## src/rtl/apb_icn_master_arb.sv

```systemverilog
// Round-robin two-requester APB master for the SPI-slave interconnect port.
// Sequences SETUP/ACCESS, handles wait states, pslverr and a stall timeout.
module apb_icn_master_arb #(
    parameter int unsigned TIMEOUT = 16
) (
    input  logic        clk,
    input  logic        reset_n,
    input  logic        req0,
    input  logic        req1,
    input  logic        wr0,
    input  logic        wr1,
    input  logic [19:0] addr0,
    input  logic [19:0] addr1,
    input  logic [15:0] wdata0,
    input  logic [15:0] wdata1,
    input  logic [1:0]  strb0,
    input  logic [1:0]  strb1,
    output logic        done0,
    output logic        done1,
    output logic [15:0] rdata,
    output logic        err,
    output logic [1:0]  grant,
    output logic        busy,
    output logic [1:0]  psel,
    output logic        penable,
    output logic        pwrite,
    output logic [19:0] paddr,
    output logic [15:0] pwdata,
    output logic [1:0]  pstrb,
    input  logic [15:0] prdata_icn,
    input  logic        pready_icn,
    input  logic        pslverr_icn
);
    localparam int unsigned CW = (TIMEOUT > 0) ? $clog2(TIMEOUT + 1) : 1;

    typedef enum logic [1:0] {IDLE, SETUP, ACCESS} state_t;

    state_t        state_q, state_d;
    logic          last_q, last_d;
    logic [CW-1:0] wait_q, wait_d;

    logic          done0_d, done1_d, err_d, penable_d, pwrite_d;
    logic [15:0]   rdata_d, pwdata_d;
    logic [1:0]    grant_d, psel_d, pstrb_d;
    logic [19:0]   paddr_d;

    logic          elig0, elig1, pick1, sel_wr, timed_out;
    logic [19:0]   sel_addr;
    logic [15:0]   sel_wdata;
    logic [1:0]    sel_strb;

    // A pending done pulse blocks arbitration, forcing one idle cycle between transfers.
    always_comb begin
        elig0     = req0 & ~done0 & ~done1;
        elig1     = req1 & ~done0 & ~done1;
        pick1     = elig1 & (~elig0 | ~last_q);
        sel_wr    = pick1 ? wr1    : wr0;
        sel_addr  = pick1 ? addr1  : addr0;
        sel_wdata = pick1 ? wdata1 : wdata0;
        sel_strb  = pick1 ? strb1  : strb0;
        timed_out = (TIMEOUT != 0) && (wait_q == CW'(TIMEOUT));
    end

    always_comb begin
        state_d   = state_q;
        last_d    = last_q;
        wait_d    = wait_q;
        done0_d   = 1'b0;
        done1_d   = 1'b0;
        rdata_d   = rdata;
        err_d     = err;
        grant_d   = grant;
        psel_d    = psel;
        penable_d = penable;
        pwrite_d  = pwrite;
        paddr_d   = paddr;
        pwdata_d  = pwdata;
        pstrb_d   = pstrb;

        case (state_q)
            IDLE: begin
                grant_d = '0;
                if (elig0 | elig1) begin
                    state_d  = SETUP;
                    last_d   = pick1;
                    grant_d  = pick1 ? 2'b10 : 2'b01;
                    psel_d   = sel_addr[19] ? 2'b10 : 2'b01;
                    pwrite_d = sel_wr;
                    paddr_d  = sel_addr;
                    pwdata_d = sel_wr ? sel_wdata : '0;
                    pstrb_d  = sel_wr ? sel_strb : '0;
                end
            end
            SETUP: begin
                state_d   = ACCESS;
                penable_d = 1'b1;
            end
            ACCESS: begin
                if (pready_icn || timed_out) begin
                    state_d   = IDLE;
                    psel_d    = '0;
                    penable_d = 1'b0;
                    wait_d    = '0;
                    done0_d   = ~grant[1];
                    done1_d   = grant[1];
                    if (pready_icn) begin
                        rdata_d = pwrite ? '0 : prdata_icn;
                        err_d   = pslverr_icn;
                    end else begin
                        rdata_d = '0;
                        err_d   = 1'b1;
                    end
                end else if (TIMEOUT != 0) begin
                    wait_d = wait_q + CW'(1);
                end
            end
            default: state_d = IDLE;
        endcase
    end

    always_ff @(posedge clk or negedge reset_n) begin
        if (!reset_n) begin
            state_q <= IDLE;
            last_q  <= 1'b1;
            wait_q  <= '0;
            done0   <= 1'b0;
            done1   <= 1'b0;
            rdata   <= '0;
            err     <= 1'b0;
            grant   <= '0;
            psel    <= '0;
            penable <= 1'b0;
            pwrite  <= 1'b0;
            paddr   <= '0;
            pwdata  <= '0;
            pstrb   <= '0;
        end else begin
            state_q <= state_d;
            last_q  <= last_d;
            wait_q  <= wait_d;
            done0   <= done0_d;
            done1   <= done1_d;
            rdata   <= rdata_d;
            err     <= err_d;
            grant   <= grant_d;
            psel    <= psel_d;
            penable <= penable_d;
            pwrite  <= pwrite_d;
            paddr   <= paddr_d;
            pwdata  <= pwdata_d;
            pstrb   <= pstrb_d;
        end
    end

    assign busy = (state_q != IDLE);

endmodule
```

## config.mk

```make
export PLATFORM = sky130hd
export DESIGN_NAME = apb_icn_master_arb
export DESIGN_NICKNAME = d
export VERILOG_FILES = /design/src/rtl/apb_icn_master_arb.sv
export SDC_FILE = /design/constraint.sdc
export NUM_CORES = 1
export LEC_CHECK = 0
export BUFFER_PORTS_ARGS = -buffer_cell sky130_fd_sc_hd__buf_2
export CELL_PAD_IN_SITES_DETAIL_PLACEMENT = 1
export CELL_PAD_IN_SITES_GLOBAL_PLACEMENT = 1
export CORE_ASPECT_RATIO = 1.1
export CORE_MARGIN = 5
export CORE_UTILIZATION = 32
export CTS_CLUSTER_DIAMETER = 150
export CTS_CLUSTER_SIZE = 24
export DETAILED_ROUTE_END_ITERATION = 12
export PLACE_DENSITY_LB_ADDON = 0.1
export REMOVE_ABC_BUFFERS = 1
export SLEW_MARGIN = 25
export SYNTH_ARGS = -nofsm -noshare
export SYNTH_HDL_FRONTEND = slang
export SYNTH_SLANG_ARGS = --single-unit
export TNS_END_PERCENT = 30
```

## constraint.sdc

```tcl
create_clock -name clk -period 2.2 [get_ports clk]
set_clock_uncertainty 0.15 [all_clocks]
set_input_delay 0.22 -clock clk [delete_from_list [all_inputs] [get_ports clk]]
set_output_delay 0.22 -clock clk [all_outputs]
set_load 0.01 [all_outputs]
```

Yosys cells after proc, flatten, opt, wreduce, memory -nomap -nowiden
Index checks and enable logic that the tools add are counted.
Operators by class
  add/sub/neg operators: 1
  equal/unequal tests: 5
  multiplexer cells: 24
  bitwise gates (word level): 12
  reductions and logical operators: 10
Operators with widths (number)
  two-way mux 16 bit: 4
  two-way mux 20 bit: 1
  two-way mux 2 bit: 8
  AND reduction 2 bit: 4
  two-way mux 1 bit: 7
  one-hot mux 2 bit (3 select lines): 1
  nonzero test 2 bit: 3
  adder 5 x 1 -> 5 bit (second input constant): 1
  AND 1 bit: 5
  == test 5 bit (second input constant): 1
  two-way mux 5 bit: 1
  inverter 1 bit: 5
  != test 2 bit (second input constant): 2
  one-hot mux 2 bit (2 select lines): 1
  AND reduction 3 bit: 1
  == test 2 x 1 -> 1 bit (second input constant): 1
  == test 2 bit (second input constant): 1
  logical NOT 2 bit: 1
  OR 1 bit: 2
  one-hot mux 1 bit (2 select lines): 1
  logical OR 1 bit: 1
Word-level totals
  bits in registers: 71
  input bits: 100
  output and inout port bits: 64

Logic depth before layout (Yosys ltp)
  depth in word-level cells: 10
  gate-level depth with buffers: 7

Least setup slack after synthesis
No wires, ideal clock.
  path type: register -> register
  start point: register last_q
  end point: register paddr[18]
  library setup time: 0.126 ns
  arrival time: 1.547 ns
  required time: 1.924 ns
  setup slack: 0.377 ns
  stages on the path, launching flop included: 7
  path through: dfstp_2 -> a21bo_2 -> or3_1 -> buf_2 -> buf_6 -> and3_1 -> a221o_1
On the way
  word-level cells in the longest chain between the ends: 4
RTL lines
  from (decl): RTL line 39  | logic last_q, last_d;
  from (signal assigned): RTL line 139  | last_q <= last_d;
  inverter 1 bit: RTL line 56  | pick1 = elig1 & (~elig0 | ~last_q);
  OR 1 bit: RTL line 56
  AND 1 bit: RTL line 56
  two-way mux 20 bit: RTL line 58  | sel_addr = pick1 ? addr1 : addr0;
  to (signal assigned): RTL line 149  | paddr <= paddr_d;
  to (decl): RTL line 27  | output logic [19:0] paddr,
Every way passes these cells.
A chain may end at the register's enable or synchronous reset.

Final worst setup path
  start point: register state_q[0]
  end point: register pwdata[9]
On the way
  word-level cells in the longest chain between the ends: 2
RTL lines
  from (decl): RTL line 38  | state_t state_q, state_d;
  from (signal assigned): RTL line 138  | state_q <= state_d;
  logical NOT 2 bit: RTL line 80  | case (state_q)
  AND reduction 2 bit (no source line)
  to (signal assigned): RTL line 150  | pwdata <= pwdata_d;
  to (decl): RTL line 28  | output logic [15:0] pwdata,
Every way passes these cells.

==> results.toml <==
[synth]
async_reset_ff_share_pct = 100
synthCells = 302
synth_area_leaders = "dfrtp_1 56%, nand2_1 7.7%, mux2i_1 5.8%"
synth.most_common_cell = "dfrtp_1"
ys_ff_latch = 71
synth.largest_area_cell = "dfrtp_1"
synth_edf_count = 0
yosysSeqAreaShare_pct = 57.3
synthFlopType = "dfrtp_1"
yosysWarnings = 0
ys_types = 35
postSynthAreaPerCell_um2 = 10.3
synth_common_cells = "70 x dfrtp_1, 64 x nand2_1, 25 x o21ai_0, 24 x o21ai_1, 18 x mux2i_1"
synth_area_um2 = 3100
yosys.area.top_type_share_pct = 56.5

[floorplanning]
core_area_um2 = 9400
die_h_um = 113
initial_core_util_pct = 33.0
die_x_um = 104
fp-row-count = 37
io_pins = 164
dieArea_um2 = 11800

[drt]
vias_per_cell = 4.74
firstDrtPassIters = 4
drc_errors = 0
wl_per_cell_um = 15.9
first_iter_violations = 76
num_vias = 2988
drtAntennaViolNets = 0
drt_wl_total_mm = 10.0

[status]
outcome = "finished clean"

[setup_path]
path_class = "reg -> reg"
worstPathRequired_ns = 2.31
cp-start-kind = "flip-flop"
critPathBufInv = 2
crit_start = "state_q[0]$_DFFE_PN0P_"
critPathTopFamily = "simple AND/OR/NAND/NOR gates"
critPathMaxStageDelay_ns = 0.43
critical_path_peak_fanout = 19
cp_slowest_cell = "dfrtp_1"
cp_data_arrival_time_ns = 2.11
r2r_start = "state_q[0]$_DFFE_PN0P_"
end_kind = "flip-flop"
worstPathCellList = "nor2_1 > nand3b_1 > inv_4 > o221ai_4 > buf_4 > o21ai_1"

[cts]
cts.sinks = 71
cts_tree = "built"
cts_root_buffer = "clkbuf_8"
cts.reportedPaths.clkPinSlew_ns = 0.08
post_cts_buffers = 0
cts_max_path_buffers = 2
cts_buffers = 9
htree_levels = 3
insertion_delay_ns = 0.34

[place]
io_buffer_count = 163
post-place-ws_ns = 0.177
globalplace.congestion = 0.734
place_hpwl_mm = 7.45
place_area_um2 = 4070

[timing]
setup_viol = 0
period_needed_ns = 1.99
drv_slew = 0
tightest_slew_ns = 0.615
hold_viol_final = 0
relSlewSlack_pct = 58.8
period_share_pct = 90.6
setup_tns_ns = 0
rsz0062_at_grt = "false"
setup_ws_ns = 0.207
fmax_mhz = 502

[finish]
antenna_cells = 0
fin_area_um2 = 4720
nets = 610
fillers = 1087
layout-drive-gt1-share_pct = 38.6
final_util_pct = 50.2
area_growth_pct = 52.3

[run]
drv_cap = 0

[power]
power.leakage_uw = 0.00251
ir_drop_mv = 0.414
power.density_nw_per_um2 = 1230

[grt]
grt_usage_pct = 17.3
grt_max_degree = 43
grt_overflow = 0
grt_first_pass_wirelength_mm = 16.7
grt_pass1_vias = 3366
antenna_found_initial = 0

[worst_hold_path]
min_path_type = "in -> reg"
min_from = "wdata1[4]"
final timing paths:
path	to	slack, ns	cells after the start
min in group asynchronous	wait_q[0]$_DFFE_PN0P_	0.25	2
max reg2reg	pwdata[9]$_DFFE_PN0P_	0.21	6
min	pwdata[4]$_DFFE_PN0P_	0.006	3
min reg2reg	rdata[0]$_DFFE_PN0P_	0.33	2
max	pwdata[9]$_DFFE_PN0P_	0.21	6
max in group asynchronous	pwdata[5]$_DFFE_PN0P_	1.07	3
layout make-up:
| class | instances | area, um2 | share of cell area, % |
|---|---|---|---|
| Tap cell | 117 | 146 | 3.10 |
| Clock inverter | 5 | 104 | 2.20 |
| Sequential cell | 71 | 1780 | 37.7 |
| Timing Repair Buffer | 214 | 1310 | 27.8 |
| Clock buffer | 11 | 141 | 2.99 |
| Multi-Input combinational cell | 203 | 1200 | 25.4 |
| Inverter | 9 | 36.3 | 0.769 |
through the flow:
step                instances  total power, uW  hold slack [ns]
finish                    630             5810          0.00582
global route              630             6270           0.0101
CTS                       630             5890          0.00268
detailed placement        574             4540            0.113
global placement          574             4460            0.100
floorplan                 283             3430           -0.226
cell usage in the layout (no fill, tap or decap), drive strengths merged, types with 5 or more instances in the layout:
cell type	Yosys	routed
and3	13	13
nand2	64	64
mux2i	18	18
nor2	8	8
a21oi	5	5
clkbuf	13	11
a221o	12	12
o22ai	8	8
dfrtp	70	70
o21ai	49	49
inv	9	10
buf	6	174
dlygate4sd3	0	40
metal layers:
| layer | vias to the layer above | global-route usage (%) | wire (um) |
|---|---|---|---|
| met4 | 0 | 4.84 | 118 |
| li1 | 1466 | - | - |
| met2 | 117 | 28.2 | 4790 |
| met5 | - | 0 | 0 |
| met3 | 10 | 5.93 | 772 |
| met1 | 1395 | 21.9 | 4350 |
where the power goes:
| part | switching, uW | internal, uW | leakage, uW |
|---|---|---|---|
| combinational | 1340 | 1020 | 0.00149 |
| clock | 498 | 787 | 0.000124 |
| sequential | 319 | 1840 | 0.000902 |
registers in the layout, indices dropped and copies added (netlist names), 2 cells and up:
signal,cells
paddr,20
pwdata,16
rdata,16
wait_q,5
grant,2
psel,2
pstrb,2
state_q,2
logic make-up (layout without fill, tap and decap cells):
family	Yosys count	in the layout	synth area share, %
simple gates	101	101	14.9
mux	18	18	5.81
compound gates	82	82	16.9
fa+ha+maj	2	2	0.807
buf+inv	28	239	4.24
flops	71	71	57.3
tightest hold or removal path, stage by stage:
cell	delay, ns
buf_2	0.07
mux2i_1	0.06
o21ai_1	0.10
what timing repair did:
item,in CTS,in global routing
hold buffers,40,0
hold endpoints to repair,76,0
gates resized for setup,0,2
endpoints found under the setup margin,0,7
Power figures use the tool's default switching activity.
